### src/rtl/cpu_pkg.sv
// cpu_pkg: ALU selects, EX states, condition codes and opcode prefixes shared by ID and EX
package cpu_pkg;
  localparam logic [2:0] ALU_ADD    = 3'b000;
  localparam logic [2:0] ALU_MV_IMM = 3'b001;
  localparam logic [2:0] ALU_MV_REG = 3'b010;
  localparam logic [2:0] ALU_SUB    = 3'b101;
  typedef enum logic [1:0] {EXEC, MEM, LOAD_WB, SQUASH} ex_state_t;
  localparam logic [3:0] COND_EQ = 4'h0;
  localparam logic [3:0] COND_NE = 4'h1;
  localparam logic [3:0] COND_CS = 4'h2;
  localparam logic [3:0] COND_CC = 4'h3;
  localparam logic [3:0] COND_MI = 4'h4;
  localparam logic [3:0] COND_PL = 4'h5;
  localparam logic [3:0] COND_VS = 4'h6;
  localparam logic [3:0] COND_VC = 4'h7;
  localparam logic [3:0] COND_HI = 4'h8;
  localparam logic [3:0] COND_LS = 4'h9;
  localparam logic [3:0] COND_GE = 4'hA;
  localparam logic [3:0] COND_LT = 4'hB;
  localparam logic [3:0] COND_GT = 4'hC;
  localparam logic [3:0] COND_LE = 4'hD;
  localparam logic [3:0] COND_AL = 4'hE;
  localparam logic [6:0] OP_ADD_IMM3 = 7'b0001110;
  localparam logic [4:0] OP_MOV_IMM  = 5'b00100;
  localparam logic [4:0] OP_CMP_IMM  = 5'b00101;
  localparam logic [7:0] OP_MOV_REG  = 8'b01000110;
  localparam logic [8:0] OP_SUB_SP   = 9'b101100001;
  localparam logic [4:0] OP_LDR_LIT  = 5'b01001;
  localparam logic [4:0] OP_STR_IMM  = 5'b01100;
  localparam logic [4:0] OP_LDR_IMM  = 5'b01101;
  localparam logic [4:0] OP_B        = 5'b11100;
  localparam logic [3:0] OP_BCOND    = 4'b1101;
endpackage

### src/rtl/cond_eval.sv
// cond_eval: ARM condition-code test against NZCV
module cond_eval
  import cpu_pkg::*;
(
  input  logic [3:0] cond,
  input  logic [3:0] flags,
  output logic       taken
);
  logic n, z, c, v;
  assign {n, z, c, v} = flags;
  // one arm per condition code; 1111 falls to the never-taken default
  always_comb
    case (cond)
      COND_EQ: taken = z;
      COND_NE: taken = !z;
      COND_CS: taken = c;
      COND_CC: taken = !c;
      COND_MI: taken = n;
      COND_PL: taken = !n;
      COND_VS: taken = v;
      COND_VC: taken = !v;
      COND_HI: taken = c && !z;
      COND_LS: taken = !c || z;
      COND_GE: taken = n == v;
      COND_LT: taken = n != v;
      COND_GT: taken = !z && (n == v);
      COND_LE: taken = z || (n != v);
      COND_AL: taken = 1'b1;
      default: taken = 1'b0;
    endcase
endmodule

### src/rtl/ctrl_ex.sv
// ctrl_ex: execute-stage controller driving stall, data-memory access, write enables and branch redirect
module ctrl_ex
  import cpu_pkg::*;
#(
  parameter logic [3:0] SP_IDX = 4'd13,
  parameter int         CNT_W  = 4
) (
  input  logic        clk,
  input  logic        rst,
  input  logic [15:0] i_ir_ex,
  input  logic [2:0]  i_alu_sel,
  input  logic [3:0]  i_mem_data_access,
  input  logic [3:0]  i_flags,
  output logic        o_stall,
  output logic [2:0]  o_alu_op,
  output logic        o_dmem_req,
  output logic        o_dmem_we,
  output logic        o_rf_we,
  output logic [3:0]  o_rf_waddr,
  output logic        o_flags_we,
  output logic        o_branch_taken,
  output logic        o_flush
);
  ex_state_t state, state_n;
  logic [15:8] ir_l;
  logic [2:0] rt_l;
  logic [2:0] alu_l;
  logic [CNT_W-1:0] cnt;
  logic is_load;
  logic cond_ok, taken, mem_go;
  cond_eval u_cond (
    .cond(i_ir_ex[11:8]),
    .flags(i_flags),
    .taken(cond_ok)
  );
  assign mem_go = |i_mem_data_access;
  assign taken = (i_ir_ex[15:11] == OP_B) || ((i_ir_ex[15:12] == OP_BCOND) && cond_ok);
  // state, latched access context and remaining-cycle counter
  always_ff @(posedge clk)
    if (rst) begin
      state <= EXEC;
      ir_l <= '0;
      rt_l <= '0;
      alu_l <= ALU_MV_IMM;
      cnt <= '0;
      is_load <= 1'b0;
    end else begin
      state <= state_n;
      if (state == EXEC && mem_go) begin
        ir_l <= i_ir_ex[15:8];
        rt_l <= i_ir_ex[2:0];
        alu_l <= i_alu_sel;
        is_load <= (i_ir_ex[15:11] == OP_LDR_IMM) || (i_ir_ex[15:11] == OP_LDR_LIT);
        cnt <= CNT_W'(i_mem_data_access - 4'd1);
      end else if (state == MEM && |cnt)
        cnt <= cnt - 1'b1;
    end
  // next state and all outputs; reset forces everything idle so an open access is dropped
  always_comb begin
    state_n = state;
    o_stall = 1'b0;
    o_alu_op = i_alu_sel;
    o_dmem_req = 1'b0;
    o_dmem_we = 1'b0;
    o_rf_we = 1'b0;
    o_rf_waddr = '0;
    o_flags_we = 1'b0;
    o_branch_taken = 1'b0;
    o_flush = 1'b0;
    if (rst) begin
      o_alu_op = ALU_MV_IMM;
      state_n = EXEC;
    end else
      case (state)
        EXEC:
          if (mem_go) begin
            o_dmem_req = 1'b1;
            o_dmem_we = i_ir_ex[15:11] == OP_STR_IMM;
            o_stall = 1'b1;
            state_n = MEM;
          end else if (taken) begin
            o_branch_taken = 1'b1;
            o_flush = 1'b1;
            state_n = SQUASH;
          end else if (i_ir_ex[15:9] == OP_ADD_IMM3) begin
            o_rf_we = 1'b1;
            o_rf_waddr = {1'b0, i_ir_ex[2:0]};
            o_flags_we = 1'b1;
          end else if (i_ir_ex[15:11] == OP_MOV_IMM) begin
            o_rf_we = 1'b1;
            o_rf_waddr = {1'b0, i_ir_ex[10:8]};
            o_flags_we = 1'b1;
          end else if (i_ir_ex[15:8] == OP_MOV_REG) begin
            o_rf_we = 1'b1;
            o_rf_waddr = {i_ir_ex[7], i_ir_ex[2:0]};
          end else if (i_ir_ex[15:7] == OP_SUB_SP) begin
            o_rf_we = 1'b1;
            o_rf_waddr = SP_IDX;
          end else if (i_ir_ex[15:11] == OP_CMP_IMM)
            o_flags_we = 1'b1;
        MEM: begin
          o_dmem_req = 1'b1;
          o_dmem_we = ir_l[15:11] == OP_STR_IMM;
          o_alu_op = alu_l;
          o_stall = |cnt || is_load;
          state_n = |cnt ? MEM : (is_load ? LOAD_WB : EXEC);
        end
        LOAD_WB: begin
          o_alu_op = alu_l;
          o_rf_we = 1'b1;
          o_rf_waddr = {1'b0, ir_l[15:11] == OP_LDR_IMM ? rt_l : ir_l[10:8]};
          state_n = EXEC;
        end
        SQUASH: state_n = EXEC;
        default: state_n = EXEC;
      endcase
  end
endmodule

### config.mk
export PLATFORM = sky130hd
export DESIGN_NAME = ctrl_ex
export DESIGN_NICKNAME = d
export VERILOG_FILES = /design/src/rtl/cpu_pkg.sv /design/src/rtl/cond_eval.sv /design/src/rtl/ctrl_ex.sv
export SDC_FILE = /design/constraint.sdc
export NUM_CORES = 1
export LEC_CHECK = 0
export CAP_MARGIN = 10
export CORE_MARGIN = 1.5
export CORE_UTILIZATION = 45
export DETAILED_ROUTE_END_ITERATION = 7
export DONT_BUFFER_PORTS = 1
export GPL_TIMING_DRIVEN = 0
export MAX_ROUTING_LAYER = met4
export PLACE_DENSITY_LB_ADDON = 0.08
export SKIP_CTS_REPAIR_TIMING = 1
export SYNTH_ARGS = -nofsm -noshare
export SYNTH_HDL_FRONTEND = slang
export SYNTH_SLANG_ARGS = --single-unit
### constraint.sdc
create_clock -name clk -period 2.1 [get_ports clk]
set_input_delay 0.42 -clock clk [delete_from_list [all_inputs] [get_ports clk]]
set_output_delay 0.42 -clock clk [all_outputs]
set_load 0.02 [all_outputs]
**Word-level counts from Yosys, hierarchy flattened**

Cells that the tools add are included.

- Add/sub/neg operators: 2
- Equal/unequal tests: 32
- Mux-type cells: 48
- Reductions and logical operators: 21

Operators with widths:

| cell | count |
|---|---|
| 4-bit two-way mux | 9 |
| 4-bit == test (second input constant) | 8 |
| 5-bit by 4-bit == test with 1-bit output (second input constant) | 5 |
| 1-bit two-way mux | 25 |
| 4-bit by 3-bit == test with 1-bit output (second input constant) | 4 |
| 1-bit one-hot mux with 15 select lines | 1 |
| 5-bit by 3-bit == test with 1-bit output (second input constant) | 2 |
| 9-bit == test (second input constant) | 1 |
| 3-bit two-way mux | 3 |
| 4-bit by 2-bit == test with 1-bit output (second input constant) | 2 |
| 8-bit by 7-bit == test with 1-bit output (second input constant) | 1 |
| 2-bit two-way mux | 4 |
| 1-bit one-hot mux with 2 select lines | 4 |
| 4-bit one-hot mux with 2 select lines | 1 |
| 4-bit OR reduction | 2 |
| 4-bit by 1-bit subtractor with 4-bit output (second input constant) | 2 |
| 7-bit by 4-bit == test with 1-bit output (second input constant) | 1 |
| 2-bit one-hot mux with 3 select lines | 1 |
| 5-bit == test (second input constant) | 1 |
| 1-bit logical AND | 5 |
| 1-bit logical OR | 5 |
| 2-bit == test (second input constant) | 2 |
| 4-bit by 1-bit == test with 1-bit output (second input constant) | 1 |
| 1-bit logical NOT | 4 |
| other kinds (8) | 9 |

- Register bits: 21
- Input port bits: 29
- Output and inout port bits: 14
- Logic and storage cells: 109

**Depth between registers and ports, before layout**

Gate-level depths: netlist of run 1.

- Word-level depth: 10
- Gate-level depth with buffers: 9
- Depth with buffers taken out: 8

**By module**

A second synthesis of run 1 with hierarchy kept.

- Cells, all modules: 200
- Area, all modules: 1592.8 µm²

Modules (own cells, without submodules):

| module | times used | cells an instance | area each (µm²) | seq. area each (µm²) |
|---|---|---|---|---|
| ctrl_ex | 1 | 172 | 1398.8 | 420.4 |
| cond_eval | 1 | 28 | 193.9 | 0.0 |

**Least setup slack after synthesis of run 1**

No wires, ideal clock.

- Path kind: register to output
- From: register state[0]
- To: output port o_flags_we
- Data arrival time: 1.962 ns
- Data required time: 1.680 ns
- Slack: -0.282 ns
- Cell stages (with the launch flop): 8
- Path buffers: 1
- Cell sequence: dfxtp_1 -> inv_1 -> ha_1 -> clkbuf_1 -> nor2_1 -> nor2_1 -> nand3_1 -> nor4b_1

- Cells in the longest elaborated chain, start to end: 3

RTL lines:

| element | RTL line | source |
|---|---|---|
| start: declaration | ctrl_ex.sv:24 | `ex_state_t state, state_n;` |
| start signal: assignment | ctrl_ex.sv:48 | `state <= state_n;` |
| 2-bit logical NOT | ctrl_ex.sv:74 | `case (state)` |
| 1-bit two-way mux | ctrl_ex.sv:74 |  |
| 1-bit two-way mux | ctrl_ex.sv:70 | `if (rst) begin` |
| end: declaration | ctrl_ex.sv:20 | `output logic o_flags_we,` |

Every way passes these cells.

**Final worst setup path of run 1**

- From: register state[1]
- To: output port o_flags_we

The elaborated chain is that of the path after synthesis.

==> impl_results.html, run 1 <==
<table>
<tr><th>Metric</th><th>Value</th></tr>
<tr><th colspan="2">Synthesis</th></tr>
<tr><td>Commonest register cell after synthesis</td><td>dfxtp_1</td></tr>
<tr><td>Post-synthesis sequential element count</td><td>21</td></tr>
<tr><td>Ys Warns</td><td>0</td></tr>
<tr><td>Post-synthesis average cell area</td><td>7.64 sq um</td></tr>
<tr><td>Top cell type's share of synthesized area</td><td>26.2%</td></tr>
<tr><td>Count of flip-flops with a built-in enable after synthesis</td><td>0</td></tr>
<tr><td>Proportion of synthesized chip area in sequential cells</td><td>26.2%</td></tr>
<tr><td>Syn nets</td><td>244</td></tr>
<tr><td>Synth Cell Area</td><td>1610 sq um</td></tr>
<tr><td>Gate count after technology mapping</td><td>210</td></tr>
<tr><td>Top cells by area, synth</td><td>dfxtp_1 (26%), nand2_1 (9.8%), a21oi_1 (6.9%)</td></tr>
<tr><td>Biggest area consumer among synthesized cells</td><td>dfxtp_1</td></tr>
<tr><td>Share of synthesized registers carrying an async set or reset</td><td>0%</td></tr>
<tr><td>Cell variety after synth</td><td>50</td></tr>
<tr><th colspan="2">Power and ir drop</th></tr>
<tr><td>Reported leakage power</td><td>0.000778 uW</td></tr>
<tr><td>Maximum vdd drop</td><td>0.492 mV</td></tr>
<tr><td>Portion of total power attributed to sequential cells</td><td>34.0%</td></tr>
<tr><td>Switching power share of the total</td><td>40.8%</td></tr>
<tr><td>Comb power frac</td><td>53.8%</td></tr>
<tr><td>Design internal power</td><td>966 uW</td></tr>
<tr><td>Pwr Total</td><td>1630 uW</td></tr>
<tr><td>Switching power</td><td>665 uW</td></tr>
<tr><td>Power density over the cells</td><td>783 nW/um^2</td></tr>
<tr><td>Clock power frac</td><td>12.3%</td></tr>
<tr><th colspan="2">Floorplanning</th></tr>
<tr><td>Number of placement rows</td><td>21</td></tr>
<tr><td>Number of ports placed on the die boundary</td><td>43</td></tr>
<tr><td>Die ar.</td><td>3930 sq um</td></tr>
<tr><td>Vertical extent of the die</td><td>62.7 um</td></tr>
<tr><td>Initial cell density of the core</td><td>47.4%</td></tr>
<tr><td>Std-Cell Core Area</td><td>3390 sq um</td></tr>
<tr><td>Die W</td><td>62.7 um</td></tr>
<tr><th colspan="2">CTS</th></tr>
<tr><td>Cell chosen for the clock root</td><td>clkbuf_4</td></tr>
<tr><td>Clock insertion delay at the later pin of the skew report</td><td>0.31 ns</td></tr>
<tr><td>Htree depth</td><td>1</td></tr>
<tr><td>Register clock-pin slew on the reported worst setup and hold paths</td><td>0.12 ns</td></tr>
<tr><td>Number of buffers added by the clock tree synthesis step</td><td>3</td></tr>
<tr><td>Clk sinks</td><td>21</td></tr>
<tr><td>CTS tree</td><td>built</td></tr>
<tr><td>Number of buffers on the longest clock path</td><td>2</td></tr>
<tr><th colspan="2">Final layout</th></tr>
<tr><td>Sequential cell area in the final layout</td><td>423 sq um</td></tr>
<tr><td>Final net count</td><td>268</td></tr>
<tr><td>Multi-input gate area in the final layout</td><td>1260 sq um</td></tr>
<tr><td>Ratio of cells with drive above 1 in the final layout</td><td>29.2%</td></tr>
<tr><td>Number of fill cells</td><td>307</td></tr>
<tr><td>Relative area change from synthesis to final layout</td><td>29.7%</td></tr>
<tr><td>Ant. Diodes</td><td>0</td></tr>
<tr><th colspan="2">Timing</th></tr>
<tr><td>Max-slew headroom</td><td>62.8%</td></tr>
<tr><td>Achievable Freq</td><td>0.457 GHz</td></tr>
<tr><td>Transition at the pin with the smallest max-transition slack</td><td>0.558 ns</td></tr>
<tr><td>Fin crit share</td><td>104%</td></tr>
<tr><td>Final max-slew violation count</td><td>0</td></tr>
<tr><td>Worst Slack Setup Final</td><td>-0.0863 ns</td></tr>
<tr><td>Fin Clk Skew</td><td>0.0125 ns</td></tr>
<tr><td>Final worst path period need</td><td>2.19 ns</td></tr>
<tr><td>Number of failing setup endpoints in the final timing report</td><td>4</td></tr>
<tr><td>RSZ-0062 raised after global routing</td><td>true</td></tr>
<tr><td>Total count of hold-check failures in the final report</td><td>0</td></tr>
<tr><th colspan="2">Worst setup path</th></tr>
<tr><td>Critical path endpoint</td><td>o_flags_we</td></tr>
<tr><td>CP endpoint kind</td><td>output pin</td></tr>
<tr><td>Launch instance of the worst register-to-register path</td><td>state[1]</td></tr>
<tr><td>Type of the worst setup path</td><td>reg2out</td></tr>
<tr><td>Worst reg-to-reg setup slack</td><td>0.21 ns</td></tr>
<tr><td>Crit-path max FO</td><td>4</td></tr>
<tr><td>Startpoint of the worst setup timing path</td><td>state[1]</td></tr>
<tr><td>Cell repeated most along the worst path</td><td>nor2_4</td></tr>
<tr><td>CP Data Arrival Time</td><td>1.77 ns</td></tr>
<tr><td>Crit path cell chain</td><td>inv_2, ha_4, buf_8, nor2_4, nor2_4, nand3_4, nor4b_4</td></tr>
<tr><td>Slowest cell delay on critical path</td><td>0.44 ns</td></tr>
<tr><td>Required @ worst endpoint</td><td>1.68 ns</td></tr>
<tr><td>Crit path max-delay cell type</td><td>nor4b_4</td></tr>
<tr><td>Worst reg2reg endpoint</td><td>cnt[2]</td></tr>
<tr><td>Nature of the critical path startpoint</td><td>register</td></tr>
<tr><td>Length in cells of the worst reg-to-reg path</td><td>10</td></tr>
<tr><th colspan="2">GRT</th></tr>
<tr><td>Global route total overflow</td><td>0</td></tr>
<tr><td>Vias in the first global route</td><td>1,398</td></tr>
<tr><td>All-Layer GR Usage</td><td>20.8%</td></tr>
<tr><td>Number of antenna violations at the first check in global routing</td><td>0</td></tr>
<tr><td>Maximum number of pins on one net before global-route repair</td><td>12</td></tr>
<tr><td>Global-route wire length before repair</td><td>6.52 mm</td></tr>
<tr><th colspan="2">Routing</th></tr>
<tr><td>Antenna Violating Nets Remaining</td><td>0</td></tr>
<tr><td>Via total after detailed routing</td><td>1,631</td></tr>
<tr><td>Aggregate routed wire length</td><td>4.55 mm</td></tr>
<tr><td>First-iteration detailed-routing DRC count</td><td>125</td></tr>
<tr><td>Vias per cell</td><td>5.85</td></tr>
<tr><td>Remaining DRCs</td><td>0</td></tr>
<tr><td>Drt first pass iters</td><td>4</td></tr>
<tr><td>Routed len/inst</td><td>16.3 um</td></tr>
<tr><th colspan="2">Placement</th></tr>
<tr><td>Worst slack, placed</td><td>-0.378 ns</td></tr>
<tr><td>Gp weighted congestion</td><td>0.817</td></tr>
<tr><td>DP HPWL</td><td>3.03 mm</td></tr>
<tr><td>Quantity of I/O buffers inserted on ports</td><td>0</td></tr>
<tr><th colspan="2">Status</th></tr>
<tr><td>Violations in the final reports</td><td>setup timing</td></tr>
<tr><td>Status</td><td>complete, but fails checks</td></tr>
<tr><th colspan="2">Worst hold path</th></tr>
<tr><td>Worst hold path class</td><td>in2reg</td></tr>
<tr><th colspan="2">Job</th></tr>
<tr><td>Number of max-cap violations</td><td>0</td></tr>
</table>
-- cells in the final DEF, fill, tap and decap left out, drive strengths merged, types with 5 or more instances in the layout --
cell	synthesis	final
mux2i	7	7
nor2	20	20
ha	5	5
clkbuf	4	6
buf	10	31
a21oi	22	22
nand3	6	6
inv	8	8
nand2	42	42
dfxtp	21	21
-- synthesized netlist by cell type (4+ instances only) --
cell,count
a21oi_1,22
buf_2,4
clkbuf_1,4
dfxtp_1,21
ha_1,5
inv_1,8
mux2i_1,7
nand2_1,42
nand2b_1,4
nand3_1,6
nand4b_1,4
nor2_1,20
nor2b_1,4
-- state kept, by name (all words and copies together) (netlist names) --
| name | flops |
|---|---|
| cnt | 4 |
| rt_l | 3 |
| alu_l | 3 |
| is_load | 1 |
| state | 2 |
| ir_l | 8 |
-- layout make-up --
type | count | share of cell area [%]
multi-input combinational | 167 | 60.3
sequential | 21 | 20.3
buffer | 14 | 6.91
timing repair buffer | 19 | 6.85
tap | 46 | 2.76
inverter | 8 | 1.56
clock buffer | 4 | 1.26
-- metal layers --
metal	routed length [um]	global-route usage (%)
met4	35	2.78
met1	2050	26.6
met2	2280	34.7
met5	0	-
met3	182	4.68
-- cells by family after synthesis --
kind of cell | Yosys count | synth area share (%)
muxes | 9 | 6.24
adders and majority gates | 5 | 3.90
AOI/OAI and AO/OA | 51 | 22.1
buffers and inverters | 22 | 7.33
xor gates and xnor gates | 3 | 1.64
and+or+nand+nor | 99 | 32.7
DFF | 21 | 26.2
-- worst max-delay path: cells and delay by family, from the launching register on --
kind	cells	cell delay, ns
buffers and inverters	2	0.19
and+or+nand+nor	4	0.73
DFF	1	0.36
adders and majority gates	1	0.16
-- per-stage QoR --
stage / utilization [%] / instances / TNS [ns] / instance area [sq um] / hold slack [ns]
after floorplan: - / 210 / -0.0854 / 1640 / 0.432
after global placement: 49.9 / 256 / -1.95 / 1690 / 0.441
after global routing: 61.4 / 279 / -0.753 / 2080 / 0.224
after detailed placement: 49.9 / 256 / -2.09 / 1690 / 0.449
final: 61.4 / 279 / -0.177 / 2080 / 0.232
after CTS: 50.7 / 260 / -4.76 / 1720 / 0.225
-- how the worst min path moves through the flow --
stage                       startpoint       end  slack [ns]  cells after the start
after floorplan               ir_l[15]  ir_l[15]        0.43                      2
after global placement        ir_l[14]  ir_l[14]        0.44                      2
after detailed placement       rt_l[1]   rt_l[1]        0.45                      2
after CTS                 i_alu_sel[2]  alu_l[2]        0.23                      2
after global routing      i_alu_sel[2]  alu_l[2]        0.22                      2
final                       i_ir_ex[1]   rt_l[1]        0.23                      2
-- power groups by stage --
stage	registers (uW)	clock network [uW]	logic, uW
floorplan	536	0	531
global placement	548	0	633
detailed placement	552	0	643
CTS	543	204	647
global route	565	226	953
finish	554	200	877
(Power assumes the default switching activity.)
==> inputs of run 2 (changes only) <==
--- a/config.mk
+++ b/config.mk
@@ -6,9 +6,9 @@
 export NUM_CORES = 1
 export LEC_CHECK = 0
+export BUFFER_PORTS_ARGS = -buffer_cell sky130_fd_sc_hd__buf_2
 export CAP_MARGIN = 10
 export CORE_MARGIN = 1.5
 export CORE_UTILIZATION = 45
 export DETAILED_ROUTE_END_ITERATION = 7
-export DONT_BUFFER_PORTS = 1
 export GPL_TIMING_DRIVEN = 0
 export MAX_ROUTING_LAYER = met4
==> constraint.sdc (replaced) <==
create_clock -name clk -period 2.1 [get_ports clk]
set_input_delay 0.21 -clock clk [delete_from_list [all_inputs] [get_ports clk]]
set_output_delay 0.21 -clock clk [all_outputs]
set_load 0.02 [all_outputs]
==> run 2 against run 1 <==
Compared with the run above:
- the flow now finishes without violations
- utilization fell by 2.9 points
- count of clock-buffer cells in the layout down 1
- critical path depth shrank 1
- global-route usage up 0.73 points
- largest cell class unchanged
- clock power grew 5%
- first-iteration DRC count is 22% lower
- highest routed layer unchanged
- clock skew decreased by 0.0064 ns
- cell area fell by 4.7%
==> impl_results.html, run 2 (synthesis gave the netlist of run 1 again) <==
<table>
<tr><th>Metric</th><th>Value</th></tr>
<tr><th colspan="2">Final layout</th></tr>
<tr><td>Leading cell types in the layout, fill and taps excluded</td><td>nand2_1 (42), buf_2 (36), a21oi_1 (21)</td></tr>
<tr><td>Commonest non-fill, non-tap cell in the layout</td><td>nand2_1</td></tr>
<tr><td>Ant. Diodes</td><td>0 (unchanged)</td></tr>
<tr><td>Ratio of cells with drive above 1 in the final layout</td><td>29.5% (+0.30 points)</td></tr>
<tr><td>Relative area change from synthesis to final layout</td><td>23.6%</td></tr>
<tr><td>Max FFs per register</td><td>8 (unchanged)</td></tr>
<tr><td>Multi-input gate area in the final layout</td><td>1130 sq um (-9.8%)</td></tr>
<tr><td>Final net count</td><td>286 (+6.7%)</td></tr>
<tr><td>Sequential cell area in the final layout</td><td>423 sq um (unchanged)</td></tr>
<tr><td>Biggest register</td><td>ir_l</td></tr>
<tr><td>Final cell utilization of the core</td><td>58.5% (-2.9 points)</td></tr>
<tr><td>Final std cell area, no fill</td><td>1980 sq um (-4.7%)</td></tr>
<tr><td>Largest registers</td><td>ir_l: 8 flops, cnt: 4 flops</td></tr>
<tr><td>Number of fill cells</td><td>343 (+12%)</td></tr>
<tr><th colspan="2">CTS</th></tr>
<tr><td>Cell chosen for the clock root</td><td>clkbuf_4</td></tr>
<tr><td>Number of buffers on the longest clock path</td><td>2 (unchanged)</td></tr>
<tr><td>Htree depth</td><td>1 (unchanged)</td></tr>
<tr><td>Clock insertion delay at the later pin of the skew report</td><td>0.32 ns (about the same)</td></tr>
<tr><td>Clk sinks</td><td>21 (unchanged)</td></tr>
<tr><td>Register clock-pin slew on the reported worst setup and hold paths</td><td>0.13 ns (about the same)</td></tr>
<tr><td>Number of buffers added by the clock tree synthesis step</td><td>3 (unchanged)</td></tr>
<tr><td>CTS tree</td><td>built</td></tr>
<tr><th colspan="2">Worst setup path</th></tr>
<tr><td>CP endpoint kind</td><td>output pin</td></tr>
<tr><td>Crit-path max FO</td><td>5 (+1)</td></tr>
<tr><td>CP Data Arrival Time</td><td>1.83 ns (+0.06 ns)</td></tr>
<tr><td>Required @ worst endpoint</td><td>1.89 ns (+0.21 ns)</td></tr>
<tr><td>Type of the worst setup path</td><td>in2out</td></tr>
<tr><td>Nature of the critical path startpoint</td><td>input pin</td></tr>
<tr><th colspan="2">Routing</th></tr>
<tr><td>Via total after detailed routing</td><td>1,606 (-1.5%)</td></tr>
<tr><td>First-iteration detailed-routing DRC count</td><td>98 (-22%)</td></tr>
<tr><td>Antenna Violating Nets Remaining</td><td>0 (unchanged)</td></tr>
<tr><td>Routed len/inst</td><td>13.5 um (-17%)</td></tr>
<tr><td>Vias per cell</td><td>5.41 (-7.5%)</td></tr>
<tr><td>Remaining DRCs</td><td>0 (unchanged)</td></tr>
<tr><td>Drt first pass iters</td><td>4 (unchanged)</td></tr>
<tr><td>Aggregate routed wire length</td><td>4.02 mm (-12%)</td></tr>
<tr><th colspan="2">GRT</th></tr>
<tr><td>Global-route wire length before repair</td><td>6.78 mm (+4.0%)</td></tr>
<tr><td>Vias in the first global route</td><td>1,503 (+7.5%)</td></tr>
<tr><td>Maximum number of pins on one net before global-route repair</td><td>14 (+2)</td></tr>
<tr><td>All-Layer GR Usage</td><td>21.6% (+0.73 points)</td></tr>
<tr><td>Number of antenna violations at the first check in global routing</td><td>0 (unchanged)</td></tr>
<tr><td>Global route total overflow</td><td>0 (unchanged)</td></tr>
<tr><th colspan="2">Floorplanning</th></tr>
<tr><td>Number of ports placed on the die boundary</td><td>43 (unchanged)</td></tr>
<tr><td>Vertical extent of the die</td><td>62.7 um (unchanged)</td></tr>
<tr><td>Std-Cell Core Area</td><td>3390 sq um (unchanged)</td></tr>
<tr><td>Initial cell density of the core</td><td>47.4% (unchanged)</td></tr>
<tr><td>Number of placement rows</td><td>21 (unchanged)</td></tr>
<tr><td>Die W</td><td>62.7 um (unchanged)</td></tr>
<tr><td>Die ar.</td><td>3930 sq um (unchanged)</td></tr>
<tr><th colspan="2">Timing</th></tr>
<tr><td>Fin crit share</td><td>97.0% (-7.2 points)</td></tr>
<tr><td>Achievable Freq</td><td>0.491 GHz (+7.4%)</td></tr>
<tr><td>Final max-slew violation count</td><td>0 (unchanged)</td></tr>
<tr><td>Final worst path period need</td><td>2.04 ns (-0.150 ns)</td></tr>
<tr><td>Worst hold-check slack</td><td>0.103 ns (-0.130 ns)</td></tr>
<tr><td>Max-slew headroom</td><td>66.1% (+3.3 points)</td></tr>
<tr><td>Total count of hold-check failures in the final report</td><td>0 (unchanged)</td></tr>
<tr><td>Transition at the pin with the smallest max-transition slack</td><td>0.505 ns (-0.0529 ns)</td></tr>
<tr><td>Worst Slack Setup Final</td><td>0.0638 ns (+0.150 ns)</td></tr>
<tr><td>Number of failing setup endpoints in the final timing report</td><td>0 (-4)</td></tr>
<tr><td>Fin Clk Skew</td><td>0.00611 ns (-0.00638 ns)</td></tr>
<tr><th colspan="2">Placement</th></tr>
<tr><td>Worst slack, placed</td><td>-0.179 ns (+0.198 ns)</td></tr>
<tr><td>Quantity of I/O buffers inserted on ports</td><td>35 (+35)</td></tr>
<tr><td>Standard cell area after detailed placement</td><td>1840 sq um (+8.9%)</td></tr>
<tr><td>DP HPWL</td><td>3.03 mm (about the same)</td></tr>
<tr><td>Gp weighted congestion</td><td>0.894 (+9.5%)</td></tr>
<tr><th colspan="2">Power and ir drop</th></tr>
<tr><td>Pwr Total</td><td>1560 uW (-4.2%)</td></tr>
<tr><td>Power density over the cells</td><td>787 nW/um^2 (+0.47%)</td></tr>
<tr><td>Maximum vdd drop</td><td>0.533 mV (+8.3%)</td></tr>
<tr><td>Reported leakage power</td><td>0.000821 uW (+5.6%)</td></tr>
<tr><th colspan="2">Status</th></tr>
<tr><td>Status</td><td>complete, no violations</td></tr>
<tr><th colspan="2">Job</th></tr>
<tr><td>Number of max-cap violations</td><td>0 (unchanged)</td></tr>
<tr><th colspan="2">Worst hold path</th></tr>
<tr><td>Worst hold path class</td><td>in2reg</td></tr>
</table>
[run 2: cell types whose count changed in the layout (fill, tap and decap cells not counted), moves of 2 or more]
cell and delta:
buf_12 -2, nor2_4 -2, o21a_1 +2, buf_2 +34
nor2_1 +3, buf_4 -14, o21a_2 -2
[run 2: path summary, 6_finish.rpt]
| path | startpoint | end | slack, ns | depth (start not counted) |
|---|---|---|---|---|
| hold reg to reg | ir_l[15] | ir_l[15] | 0.46 | 2 |
| hold / removal | i_alu_sel[0] | alu_l[0] | 0.10 | 3 |
| setup / recovery | i_mem_data_access[1] | o_rf_waddr[0] | 0.06 | 6 |
| setup reg to reg | state[1] | cnt[2] | 0.45 | 9 |
[run 2: final cells by class]
cell class                 instances  area share, %
buffer                            14           5.67
clock buffer                       3           1.13
clock inverter                     1          0.378
inverter                           8           1.64
multi-input combinational        167           57.1
sequential                        21           21.3
tap                               46           2.90
timing repair buffer              37           9.84
[run 2: critical path, stage by stage]
cell,delay (ns)
buf_2,0.13
nor4_4,0.51
nand2_1,0.21
a2111oi_0,0.40
o21a_1,0.19
buf_2,0.16
[run 2: layer usage]
layer	global-route usage, %	vias to the layer above	share of wire [%]
li1	-	831	-
met1	29.2	740	49
met2	34.3	31	47
met3	3.96	4	3.1
met4	3.33	0	0.67
met5	-	-	0
[run 2: stage by stage]
stage                     setup TNS [ns]  std cells
after floorplan                        0        210
after global placement            -0.432        291
after detailed placement          -0.414        291
after CTS                          -2.92        295
after global routing             -0.0215        297
final                                  0        297
[run 2: where the power goes]
group / total, uW / leakage [uW] / internal, uW / switching (uW)
logic: 804 / 0.000633 / 356 / 448
clock network: 210 / 0.0000139 / 72.9 / 137
registers: 548 / 0.000174 / 487 / 60.5
